==> src/rtl/pipeline_hazard_ctrl.sv <==
// Hazard/sequencing controller for a five-stage pipeline: load-use stalls, MEM-stage redirects,
// memory wait states and EX forwarding selects. Optional perf counters under PIPE_PERF_CNT_EN.
module pipeline_hazard_ctrl #(
   parameter int LOAD_STALL = 1,
   parameter int CNT_W      = 16
) (
   input  logic             clk,
   input  logic             rst,
   input  logic [4:0]       id_rs,
   input  logic [4:0]       id_rt,
   input  logic             id_uses_rt,
   input  logic             ex_mem_read,
   input  logic             ex_wr_en,
   input  logic [4:0]       ex_write_reg,
   input  logic [4:0]       ex_rs,
   input  logic [4:0]       ex_rt,
   input  logic             mem_wr_en,
   input  logic             wb_wr_en,
   input  logic [4:0]       mem_write_reg,
   input  logic [4:0]       wb_write_reg,
   input  logic             mem_redirect,
   input  logic             mem_ready,
   output logic             pc_en,
   output logic             if_id_en,
   output logic             id_ex_en,
   output logic             ex_mem_en,
   output logic             mem_wb_en,
   output logic             if_id_flush,
   output logic             id_ex_flush,
   output logic             ex_mem_flush,
   output logic [1:0]       fwd_a,
   output logic [1:0]       fwd_b,
   output logic [CNT_W-1:0] stall_cnt,
   output logic [CNT_W-1:0] flush_cnt,
   output logic [1:0]       dbg_state
);

   localparam logic [1:0] S_INIT  = 2'd0;
   localparam logic [1:0] S_RUN   = 2'd1;
   localparam logic [1:0] S_STALL = 2'd2;
   localparam logic [1:0] S_HOLD  = 2'd3;
   localparam logic [2:0] REM_INIT = 3'(LOAD_STALL - 1);

   logic [1:0] state_q, state_d, ret_q, ret_d, eff_state;
   logic [2:0] rem_q, rem_d;
   logic [4:0] en_vec;
   logic [2:0] fl_vec;
   logic       load_use;

   // ex_wr_en is implied by ex_mem_read for a load, so only the load flag gates the hazard.
   assign load_use = ex_mem_read && (ex_write_reg != 5'd0) &&
                     ((ex_write_reg == id_rs) || (id_uses_rt && (ex_write_reg == id_rt)));

   // While held, the interrupted state is evaluated as soon as mem_ready returns.
   assign eff_state = (state_q == S_HOLD) ? ret_q : state_q;

   always_comb begin
      state_d = state_q;
      ret_d   = ret_q;
      rem_d   = rem_q;
      en_vec  = 5'b00000;
      fl_vec  = 3'b000;
      case (eff_state)
         S_INIT: begin
            fl_vec  = 3'b111;
            state_d = S_RUN;
         end
         S_RUN, S_STALL: begin
            if (!mem_ready) begin
               state_d = S_HOLD;
               ret_d   = eff_state;
            end else if (mem_redirect) begin
               en_vec  = 5'b11111;
               fl_vec  = 3'b111;
               state_d = S_RUN;
               rem_d   = 3'd0;
            end else if ((eff_state == S_STALL) || load_use) begin
               en_vec = 5'b00111;
               fl_vec = 3'b010;
               if (eff_state == S_RUN) begin
                  state_d = (REM_INIT != 3'd0) ? S_STALL : S_RUN;
                  rem_d   = REM_INIT;
               end else if (rem_q <= 3'd1) begin
                  state_d = S_RUN;
                  rem_d   = 3'd0;
               end else begin
                  state_d = S_STALL;
                  rem_d   = rem_q - 3'd1;
               end
            end else begin
               en_vec  = 5'b11111;
               state_d = S_RUN;
            end
         end
         default: state_d = S_INIT;
      endcase
   end

   always_ff @(posedge clk or negedge rst) begin
      if (!rst) begin
         state_q <= S_INIT;
         ret_q   <= S_RUN;
         rem_q   <= 3'd0;
      end else begin
         state_q <= state_d;
         ret_q   <= ret_d;
         rem_q   <= rem_d;
      end
   end

   assign {pc_en, if_id_en, id_ex_en, ex_mem_en, mem_wb_en} = en_vec;
   assign {if_id_flush, id_ex_flush, ex_mem_flush}          = fl_vec;
   assign dbg_state = state_q;

   function automatic logic [1:0] fwd_sel(input logic [4:0] src);
      if (mem_wr_en && (mem_write_reg != 5'd0) && (mem_write_reg == src)) return 2'b01;
      else if (wb_wr_en && (wb_write_reg != 5'd0) && (wb_write_reg == src)) return 2'b10;
      else return 2'b00;
   endfunction

   assign fwd_a = fwd_sel(ex_rs);
   assign fwd_b = fwd_sel(ex_rt);

`ifdef PIPE_PERF_CNT_EN
   logic [CNT_W-1:0] stall_cnt_q, stall_cnt_d, flush_cnt_q, flush_cnt_d;
   logic             stall_inc, flush_inc;

   // A bubble flushes ID/EX alone; a redirect flushes EX/MEM with enables on (INIT has them off).
   assign stall_inc = id_ex_flush && !if_id_flush;
   assign flush_inc = ex_mem_flush && ex_mem_en;

   always_comb begin
      stall_cnt_d = stall_cnt_q;
      flush_cnt_d = flush_cnt_q;
      if (stall_inc && (stall_cnt_q != {CNT_W{1'b1}})) stall_cnt_d = stall_cnt_q + 1'b1;
      if (flush_inc && (flush_cnt_q != {CNT_W{1'b1}})) flush_cnt_d = flush_cnt_q + 1'b1;
   end

   always_ff @(posedge clk or negedge rst) begin
      if (!rst) begin
         stall_cnt_q <= '0;
         flush_cnt_q <= '0;
      end else begin
         stall_cnt_q <= stall_cnt_d;
         flush_cnt_q <= flush_cnt_d;
      end
   end

   assign stall_cnt = stall_cnt_q;
   assign flush_cnt = flush_cnt_q;
`else
   logic unused_ex_wr;
   assign unused_ex_wr = ex_wr_en;
   assign stall_cnt = '0;
   assign flush_cnt = '0;
`endif

`ifdef PIPE_PERF_CNT_EN
   logic unused_ex_wr_cnt;
   assign unused_ex_wr_cnt = ex_wr_en;
`endif

endmodule
==> config.mk <==
export PLATFORM = sky130hd
export DESIGN_NAME = pipeline_hazard_ctrl
export DESIGN_NICKNAME = d
export VERILOG_FILES = /design/src/rtl/pipeline_hazard_ctrl.sv
export SDC_FILE = /design/constraint.sdc
export NUM_CORES = 1
export LEC_CHECK = 0
export CAP_MARGIN = 20
export CORE_ASPECT_RATIO = 1.1
export CORE_UTILIZATION = 34
export DETAILED_ROUTE_END_ITERATION = 8
export GPL_ROUTABILITY_DRIVEN = 0
export GPL_TIMING_DRIVEN = 1
export PLACE_DENSITY = 0.88
export SETUP_SLACK_MARGIN = 0.3
export SYNTH_ARGS = -nofsm -noshare
export SYNTH_HDL_FRONTEND = slang
export SYNTH_SLANG_ARGS = --single-unit
==> constraint.sdc <==
create_clock -name clk -period 3.1 [get_ports clk]
set_input_delay 0.93 -clock clk [delete_from_list [all_inputs] [get_ports clk]]
set_output_delay 0.93 -clock clk [all_outputs]
set_load 0.005 [all_outputs]
* Word-level counts from Yosys, hierarchy flattened *
Index checks and enable logic that the tools add are counted.

cells by class
  add/sub/neg operators = 1
  $lt $le $gt $ge = 1
  equality and inequality tests = 9
  muxes and demuxes = 23
  bitwise operators = 1
  reductions and logical operators = 19

operators with widths
  kind                                                  count
  equality test 5 bit                                   6
  2-to-1 mux 2 bit                                      11
  2-to-1 mux 5 bit                                      4
  2-to-1 mux 3 bit                                      6
  nonzero test 5 bit                                    3
  logical AND 1 bit                                     9
  case mux 3 bit (2 select lines)                       1
  equality test 2 bit (second input constant)           2
  case mux 2 bit (2 select lines)                       1
  <= comparator 3 x 1 -> 1 bit (second input constant)  1
  AND reduction 3 bit                                   1
  subtractor 3 x 1 -> 3 bit (second input constant)     1
  equality test 2 x 1 -> 1 bit (second input constant)  1
  zero test 2 bit                                       1
  logical OR 1 bit                                      2
  AND reduction 2 bit                                   1
  nonzero test 2 bit                                    1
  OR reduction 2 bit                                    1
  NOT 1 bit                                             1

storage, ports and cells
  register bits after elaboration = 7
  bits of input ports = 44
  output and inout port bits = 46
  logic and storage cells = 57

* Depth between registers and ports, before layout *
Gate-level depths: netlist of the first run.

  word-level depth = 9
  gate-level depth with buffers = 10
  gate-level depth less buffers = 10

* Worst setup path before layout of the first run *
Ideal clock, no wire load.

  kind = input to output
  start point = in ex_write_reg[1]
  end point = out pc_en
  arrival = 2.069 ns
  required time = 2.170 ns
  path slack = 0.101 ns
  stages on the path = 5
  path buffers = 1
  cells stage by stage = or4_1 -> o21a_1 -> a21oi_2 -> o21a_1 -> buf_4

on the way
  word-level cells in the longest chain between the ends = 9
  elaborated cells on any way between the ends = 12
  classes of those cells = eq/ne: 2; mux: 4; reduce/logical: 6

ends and longest elaborated chain
  what                   RTL line  source
  start: declaration     14        input logic [4:0] ex_write_reg,
  equality test 5 bit    52        ((ex_write_reg == id_rs) || (id_uses_rt && (ex_write_reg == id_rt)));
  logical AND 1 bit      52
  logical OR 1 bit       52
  logical AND 1 bit (*)  51        assign load_use = ex_mem_read && (ex_write_reg != 5'd0) &&
  logical OR 1 bit (*)   77        end else if ((eff_state == S_STALL) || load_use) begin
  2-to-1 mux 5 bit (*)   77
  2-to-1 mux 5 bit (*)   72        end else if (mem_redirect) begin
  2-to-1 mux 5 bit (*)   69        if (!mem_ready) begin
  2-to-1 mux 5 bit (*)   63        case (eff_state)
  end: declaration       23        output logic pc_en,

Every way passes the cells marked *; elsewhere a longest branch is shown, timed or not.

* Worst setup path in the final report of the first run *
  start point = in ex_write_reg[4]
  end point = out pc_en

Same word-level chain as after synthesis.

==> results of run 1 <==
kinds of logic after synthesis:
logic type | share of synthesized area
buffers and inverters | 0.259
AND/OR/NAND/NOR | 0.129
XOR/XNOR | 0.227
multiplexers | 0.0259
AO/OA/AOI/OAI | 0.138
flip-flops | 0.152
other | 0.00324
adder cells (fa/ha/maj) | 0.0649
area by class of cell:
class	instances	area (um^2)
Clock buffer	4	26.3
Fill cell	248	1100
Inverter	8	30.0
Multi-Input combinational cell	118	965
Sequential cell	7	176
Tap cell	34	42.5
Timing Repair Buffer	103	812
routing by layer:
metal  up-vias  routed length (um)  global-route usage
li1        609                   -                   -
met1       575                1230               0.181
met2        63                2090               0.382
met3         8                 207              0.0308
met4         0                  64              0.0823
met5         -                   0                   0
worst reg2reg max path: cells and delay by family (launching register included):
kind                       cells  cell delay (ps)
AOI/OAI and AO/OA              3              550
and+or+nand+nor                2              340
DFF                            1              340
adders and majority gates      1              250
buffers and inverters          5              520
cells in the final DEF (no fill, tap or decap), drive strengths merged, types with 2 or more instances in the layout:
| cell type | n |
|---|---|
| dfrtp | 6 |
| ha | 6 |
| dlygate4sd2 | 15 |
| inv | 8 |
| or4 | 5 |
| mux2 | 2 |
| nand2 | 2 |
| buf | 63 |
| clkdlybuf4s15 | 5 |
| o21a | 4 |
| nor4 | 4 |
| nor2 | 5 |
| xor2 | 14 |
| o21ai | 9 |
| a21oi | 3 |
| conb | 32 |
| o31ai | 2 |
| clkbuf | 17 |
| clkdlybuf4s50 | 6 |
| nand3 | 4 |
| xnor2 | 16 |
power by group through the flow:
| stage | Combinational [uW] | Clock [uW] | Sequential [uW] |
|---|---|---|---|
| after floorplan | 301 | 0 | 129 |
| after global placement | 554 | 0 | 129 |
| after CTS | 640 | 83.8 | 132 |
| after global routing | 763 | 88.9 | 133 |
| final | 713 | 82.2 | 131 |
| after detailed placement | 566 | 0 | 131 |
what timing repair did:
action | in CTS | in global routing
hold endpoints to repair | 0 | 0
setup endpoints to repair | 12 | 9
pin swaps | 31 | 23
gates resized for setup | 127 | 44
buffers inserted | 13 | 2
worst max-delay path by stage:
stage / to / slack [ps] / cells after the start
floorplan: pc_en / 100 / 5
global placement: fwd_b[1] / -760 / 6
detailed placement: fwd_a[1] / -830 / 6
CTS: fwd_b[1] / -150 / 7
global route: if_id_en / -140 / 7
finish: pc_en / -80 / 7
state kept, by name (all words and copies together) (netlist names):
| register | cells |
|---|---|
| ret_q | 2 |
| rem_q | 3 |
| dbg_state | 2 |
metrics by stage:
stage | area, um^2 | total power, uW
6_report | 2050 | 926
5_1_grt | 2050 | 985
4_1_cts | 2020 | 856
3_5_place_dp | 1870 | 696
3_3_place_gp | 1870 | 683
2_1_floorplan | 1290 | 430
==> results.md, run 1 <==
- WHS Endpoint: rem_q[2]
- CP arrival: roughly 2300 ps
- Pleak: roughly 0.0010 uW
- Vias/cell: approximately 4.6
- Final hold viol count: 0
- DRC: 4
- Nets: roughly 290
- CP Buf/Inv Count: 3
- Fmax: ~0.31 GHz
- Clock Skews: 1.30 ps
- CP top delay family: simple AND/OR/NAND/NOR gates
- Grt ovf: 0
- Post-route ant nets: 0
- Synthesized flop and latch total: 7
- Tcrit/Tclk final: 1.03
- Ports: 90
- Final setup TNS: -228 ps
- Warnings, synthesis: 0
- Setup CP Type: input pin to primary output
- Seq pwr share: 0.142
- Synth Cell Area: around 1200 um^2
- Number of H-tree levels: 1
- Setup Viol. Count Final: 4
- Startpoint types: input pin
- Max-cap violations: 0
- Predominant post-synthesis flop cell: dfrtp_1
- I/O Buffers: 56
- Hpwl dp: between 2000 and 3000 um
- Antenna violations before repair: 0
- Worst-Skew Late Latency: about 250 ps
- Via count: 1255
- Sequential share of the synthesized area: 0.152
- DR WL/cell: between 10 and 15 um
- Core ar.: ~3200 um^2
- Final setup margin: -80.5 ps
- P_int: between 500 and 600 uW
- RR Startpoint: dbg_state[0]
- Antenna fix cells: 0
- Initial Util: 0.367
- RR Endpoint: rem_q[2]
- Syn_area_per_cell: ~8.4 um^2
- Share of layout cells above drive strength 1: 0.471
- Final Max Tran Viols: 0
- Die W: roughly 58 um
- Failing checks: design-rule violations, negative setup slack
- Count leader, synth: buf_4
- Clock sink total: 7
- Iter 0 DRT Violations: 22
- Netlist cell types: 31
- Clock network power share: 0.089
- Slowest stage delay, CP: about 520 ps
- Cells after synthesis: 138
- CTS Hold Bufs: 0
- CTS Buffer Depth: 2
- Worst-Margin Slew: between 500 and 600 ps
- RSZ-0062 raised after global routing: true
- Inserted Clock Buffers: 3
- Worst path slowest cell: or4_4
- Hold Path Cell Cnt: 1
- # rows: 21
- DR pass1 iterations: 9
- Area leader, netlist: buf_4
- Final WL: about 3600 um
- Vias in the first global route: 1241
- EDFF count, synth: 0
- Crit path time final: ~3200 ps
- Die Span Y: ~63 um
- Final Core Density: 0.651
- R2R depth: 11
- Area grow syn2layout: 77.3%
- Crit path launch: ex_write_reg[4]
- Reg clk slew, reported paths: 50 ps
- CP required: ~2200 ps
- Combinational share of power: 0.769
- Total track usage: 0.190
- Most frequent cells after synthesis: 36 x buf_4, 16 x xnor2_1, 14 x xor2_1
- Sw Pwr: roughly 360 uW
- Synth async-reset ratio: 1.00
- Share of the synthesized area in the top cell type: 0.234
- Finished Layout Cells: roughly 270
- Status: complete, but fails checks
- Sw Ratio: 0.392
- Synth area leaders: buf_4 23%, dfrtp_1 13%, xnor2_1 12%
- Crit path cell chain: buf_6 -> or4_4 -> o21a_1 -> buf_6 -> a21oi_4 -> o21a_1 -> buf_2
- Power per Cell Area: 451 nW/um^2
- First-pass GRT wire length: 5280 um
- Hold Path Class: flip-flop to flip-flop
- Die area: around 3600 um^2
- DP Cell Count: roughly 260
- CTS tree: done
- R2r setup slk: about 1000 ps
- DP Worst Slack: -830 ps
- CTS root buf: clkbuf_4
- Worst rel slew slack: 0.663
- CP max FO: 2
- Min-delay src: rem_q[2]
- Largest net degree at the start of global routing: 8
- Worst setup EP type: primary output
- WHS: approximately 500 ps
- Worst VDD drop: ~0.00022 V
(Power assumes the default switching activity.)
==> run 2: changes to the inputs <==
ABC_AREA = 1   (was default)
CORE_UTILIZATION = 36   (was 34)
CTS_BUF_LIST = sky130_fd_sc_hd__clkbuf_4   (was default)
PLACE_DENSITY = 0.89   (was 0.88)
==> run 2 against run 1 <==
Net effect:
- the run now ends clean
- sequential power increased by 32%
- wire length increased by 16%
- highest routed layer unchanged
- critical path type unchanged
- worst hold slack improved by 17 ps
- core utilization decreased by 0.32 points
- maximum frequency increased by 7.0%
- synthesized cell count increased by 38%
- register-to-register slack got worse by 280 ps
- clock skew increased by 3.5 ps
- clock power increased by 13%
==> results.md, run 2 <==
- Status: finished, final reports clean
- Final Instance Area: 2160 um^2 (+5.1%)
- Clock network power share: 0.074 (-0.015)
- Cells after synthesis: 190 (+38%)
- Min-delay src: rem_q[1]
- Die W: 58.4 um (+1.3%)
- Synth async-reset ratio: 1.00 (unchanged)
- Most frequent cells in the layout: 37 x nand2_1, 33 x buf_4, 32 x conb_1
- Setup CP Type: input pin to primary output
- CP required: 2170 ps (about the same)
- WHS Endpoint: rem_q[1]
- Power per Cell Area: 582 nW/um^2 (+29%)
- Predominant post-synthesis flop cell: dfrtp_1
- Area leader, netlist: buf_4
- Worst VDD drop: 0.000215 V (-0.18%)
- Core ar.: 3330 um^2 (+5.6%)
- CP max FO: 2 (unchanged)
- Reg clk slew, reported paths: 50 ps (about the same)
- Dpl cell area: 1860 um^2 (-0.54%)
- Max-cap violations: 0 (unchanged)
- Setup Viol. Count Final: 0 (-4)
- Warnings, synthesis: 0 (unchanged)
- Share of the synthesized area in the top cell type: 0.215 (-0.0188)
- RR Endpoint: dbg_state[1]
- Number of H-tree levels: 1 (unchanged)
- Largest net degree at the start of global routing: 8 (unchanged)
- Biggest register: rem_q
- Nets: 334 (+15%)
- First-pass GRT wire length: 6050 um (+15%)
- Max FFs per register: 3 (unchanged)
- WHS: 517 ps (+17.2 ps)
- Mux cell area share after synthesis: 0 (-0.0259)
- CTS Buffer Depth: 2 (unchanged)
- Final Max Tran Viols: 0 (unchanged)
- Count leader, synth: nand2_1
- Sw Ratio: 0.423 (+0.0311)
- # rows: 22 (+4.8%)
- Total track usage: 0.216 (+0.0253)
- Fillers: 294 (+19%)
- Complex-gate fraction of the synthesized area: 0.0626 (-0.0758)
- DRC: 0 (-4)
- Adder-Cell Fraction of Synth Area: 0.0596 (-0.00522)
- Iter 0 DRT Violations: 51 (+130%)
- Hpwl dp: 2710 um (+3.6%)
- Largest family of logic cells by synthesized area: buffers and inverters
- Ports: 90 (unchanged)
- Initial Util: 0.378 (+0.0108)
- RR Startpoint: dbg_state[0]
- DP Cell Count: 306 (+20%)
- Syn_area_per_cell: 6.62 um^2 (-21%)
- CP arrival: 2040 ps (-210 ps)
- Share of layout cells above drive strength 1: 0.428 (-0.0433)
- DR WL/cell: 12.6 um (-3.7%)
- Vias in the first global route: 1453 (+17%)
- DP Worst Slack: -585 ps (+245 ps)
- Netlist cell types: 26 (-16%)
- Startpoint types: input pin
- Final WL: 4180 um (+16%)
- DR pass1 iterations: 7 (-2)
- Final hold viol count: 0 (unchanged)
- R2R depth: 17 (+6)
- RSZ-0062 raised after global routing: true
- Grt ovf: 0 (unchanged)
- Synth area leaders: buf_4 21%, dfrtp_1 12%, nand2_1 12%
- Synth Cell Area: 1260 um^2 (+8.8%)
- Post-Synth Simple-Gate Area: 0.289 (+0.161)
- Worst setup EP type: primary output
- Finished Layout Cells: 331 (+21%)
- Final setup TNS: 0 ps (+228 ps)
- CTS tree: done
- Area grow syn2layout: 71.4%
- Seq pwr share: 0.138 (-0.004)
- Die area: 3740 um^2 (+2.6%)
- Clock Skews: 4.75 ps (+3.45 ps)
- Hold Path Cell Cnt: 2 (+1)
- Worst-Skew Late Latency: 260 ps (about the same)
- Most frequent cells after synthesis: 40 x nand2_1, 36 x buf_4, 22 x inv_1
- Post-synthesis xor/xnor area fraction: 0.153 (-0.0739)
- Most common cell after layout, fill and taps aside: nand2_1
- Hold Path Class: flip-flop to flip-flop
- P_int: 724 uW (+29%)
- CTS Hold Bufs: 0 (unchanged)
- Inserted Clock Buffers: 3 (unchanged)
- Via count: 1486 (+18%)
- Antenna violations before repair: 0 (unchanged)
- Sw Pwr: 531 uW (+46%)
- Antenna fix cells: 0 (unchanged)
- Pleak: 0.00119 uW (+16%)
- Synthesized flop and latch total: 7 (unchanged)
- Post-route ant nets: 0 (unchanged)
- Clock sink total: 7 (unchanged)
- Crit path time final: 2970 ps (-207 ps)
- EDFF count, synth: 0 (unchanged)
- I/O Buffers: 56 (unchanged)
- CTS root buf: clkbuf_4
- Die Span Y: 64.0 um (+1.3%)
- Fmax: 0.336 GHz (+7.0%)
- Sequential share of the synthesized area: 0.140 (-0.0123)
- Final setup margin: 127 ps (+207 ps)
- R2r setup slk: 710 ps (-280 ps)
- Vias/cell: 4.49 (-2.0%)
- Combinational share of power: 0.788 (+0.019)
- Tcrit/Tclk final: 0.959 (-0.0668)
==> run 2: worst max-delay path: stages <==
cell and delay (ps):
buf_6 90, or2_4 240, o41ai_4 240, buf_4 180, nor3_4 40, buf_4 130
nor2_1 70, buf_2 120
==> run 2: cell type report <==
cell class / count / area (um^2) / area share
flip-flops and latches: 7 / 176 / 0.0818
repair buffers: 94 / 779 / 0.361
clock buffers: 4 / 30.0 / 0.0139
well taps: 48 / 60.1 / 0.0278
inverters: 26 / 108 / 0.0499
multi-input cells: 152 / 1000 / 0.465
==> run 2: cells by family after synthesis <==
group                    after synthesis
buffers and inverters                 62
adder cells (fa/ha/maj)                6
flip-flops                             7
AND/OR/NAND/NOR                       80
XOR/XNOR                              22
AO/OA/AOI/OAI                         12
other                                  1
==> run 2: stage by stage <==
stage / util / power (uW)
after floorplan: - / 588
after detailed placement: 0.557 / 872
after CTS: 0.620 / 1120
after global placement: 0.557 / 845
after global routing: 0.648 / 1340
final: 0.648 / 1260
==> run 2: repair_timing <==
item,in CTS,in global routing
resized for setup,183,38
setup buffers,17,4
endpoints found under the setup margin,12,11
pin swaps,47,23
==> run 2: how the worst max path moves through the flow <==
stage	from	to	slack, ps	cells past startpoint
finish	mem_write_reg[0]	fwd_b[1]	130	8
global route	ex_write_reg[4]	id_ex_flush	80	12
CTS	mem_write_reg[1]	fwd_b[1]	50	8
detailed placement	ex_write_reg[2]	if_id_en	-580	9
global placement	ex_write_reg[1]	id_ex_flush	-550	12
floorplan	ret_q[0]	if_id_flush	300	8
==> run 2: metal layers <==
layer / vias to the layer above / share of wire / global-route usage / routed length (um)
li1: 706 / - / - / -
met1: 686 / 0.32 / 0.194 / 1330
met2: 77 / 0.57 / 0.427 / 2400
met3: 17 / 0.073 / 0.0547 / 306
met4: 0 / 0.035 / 0.107 / 145
met5: - / 0 / 0 / 0
==> run 2: power by group through the flow <==
stage | logic (uW) | clock network, uW | registers, uW
4_1_cts | 857 | 95.4 | 169
5_1_grt | 1070 | 102 | 176
2_1_floorplan | 426 | 0 | 162
3_3_place_gp | 679 | 0 | 166
3_5_place_dp | 704 | 0 | 167
6_report | 989 | 93.1 | 173
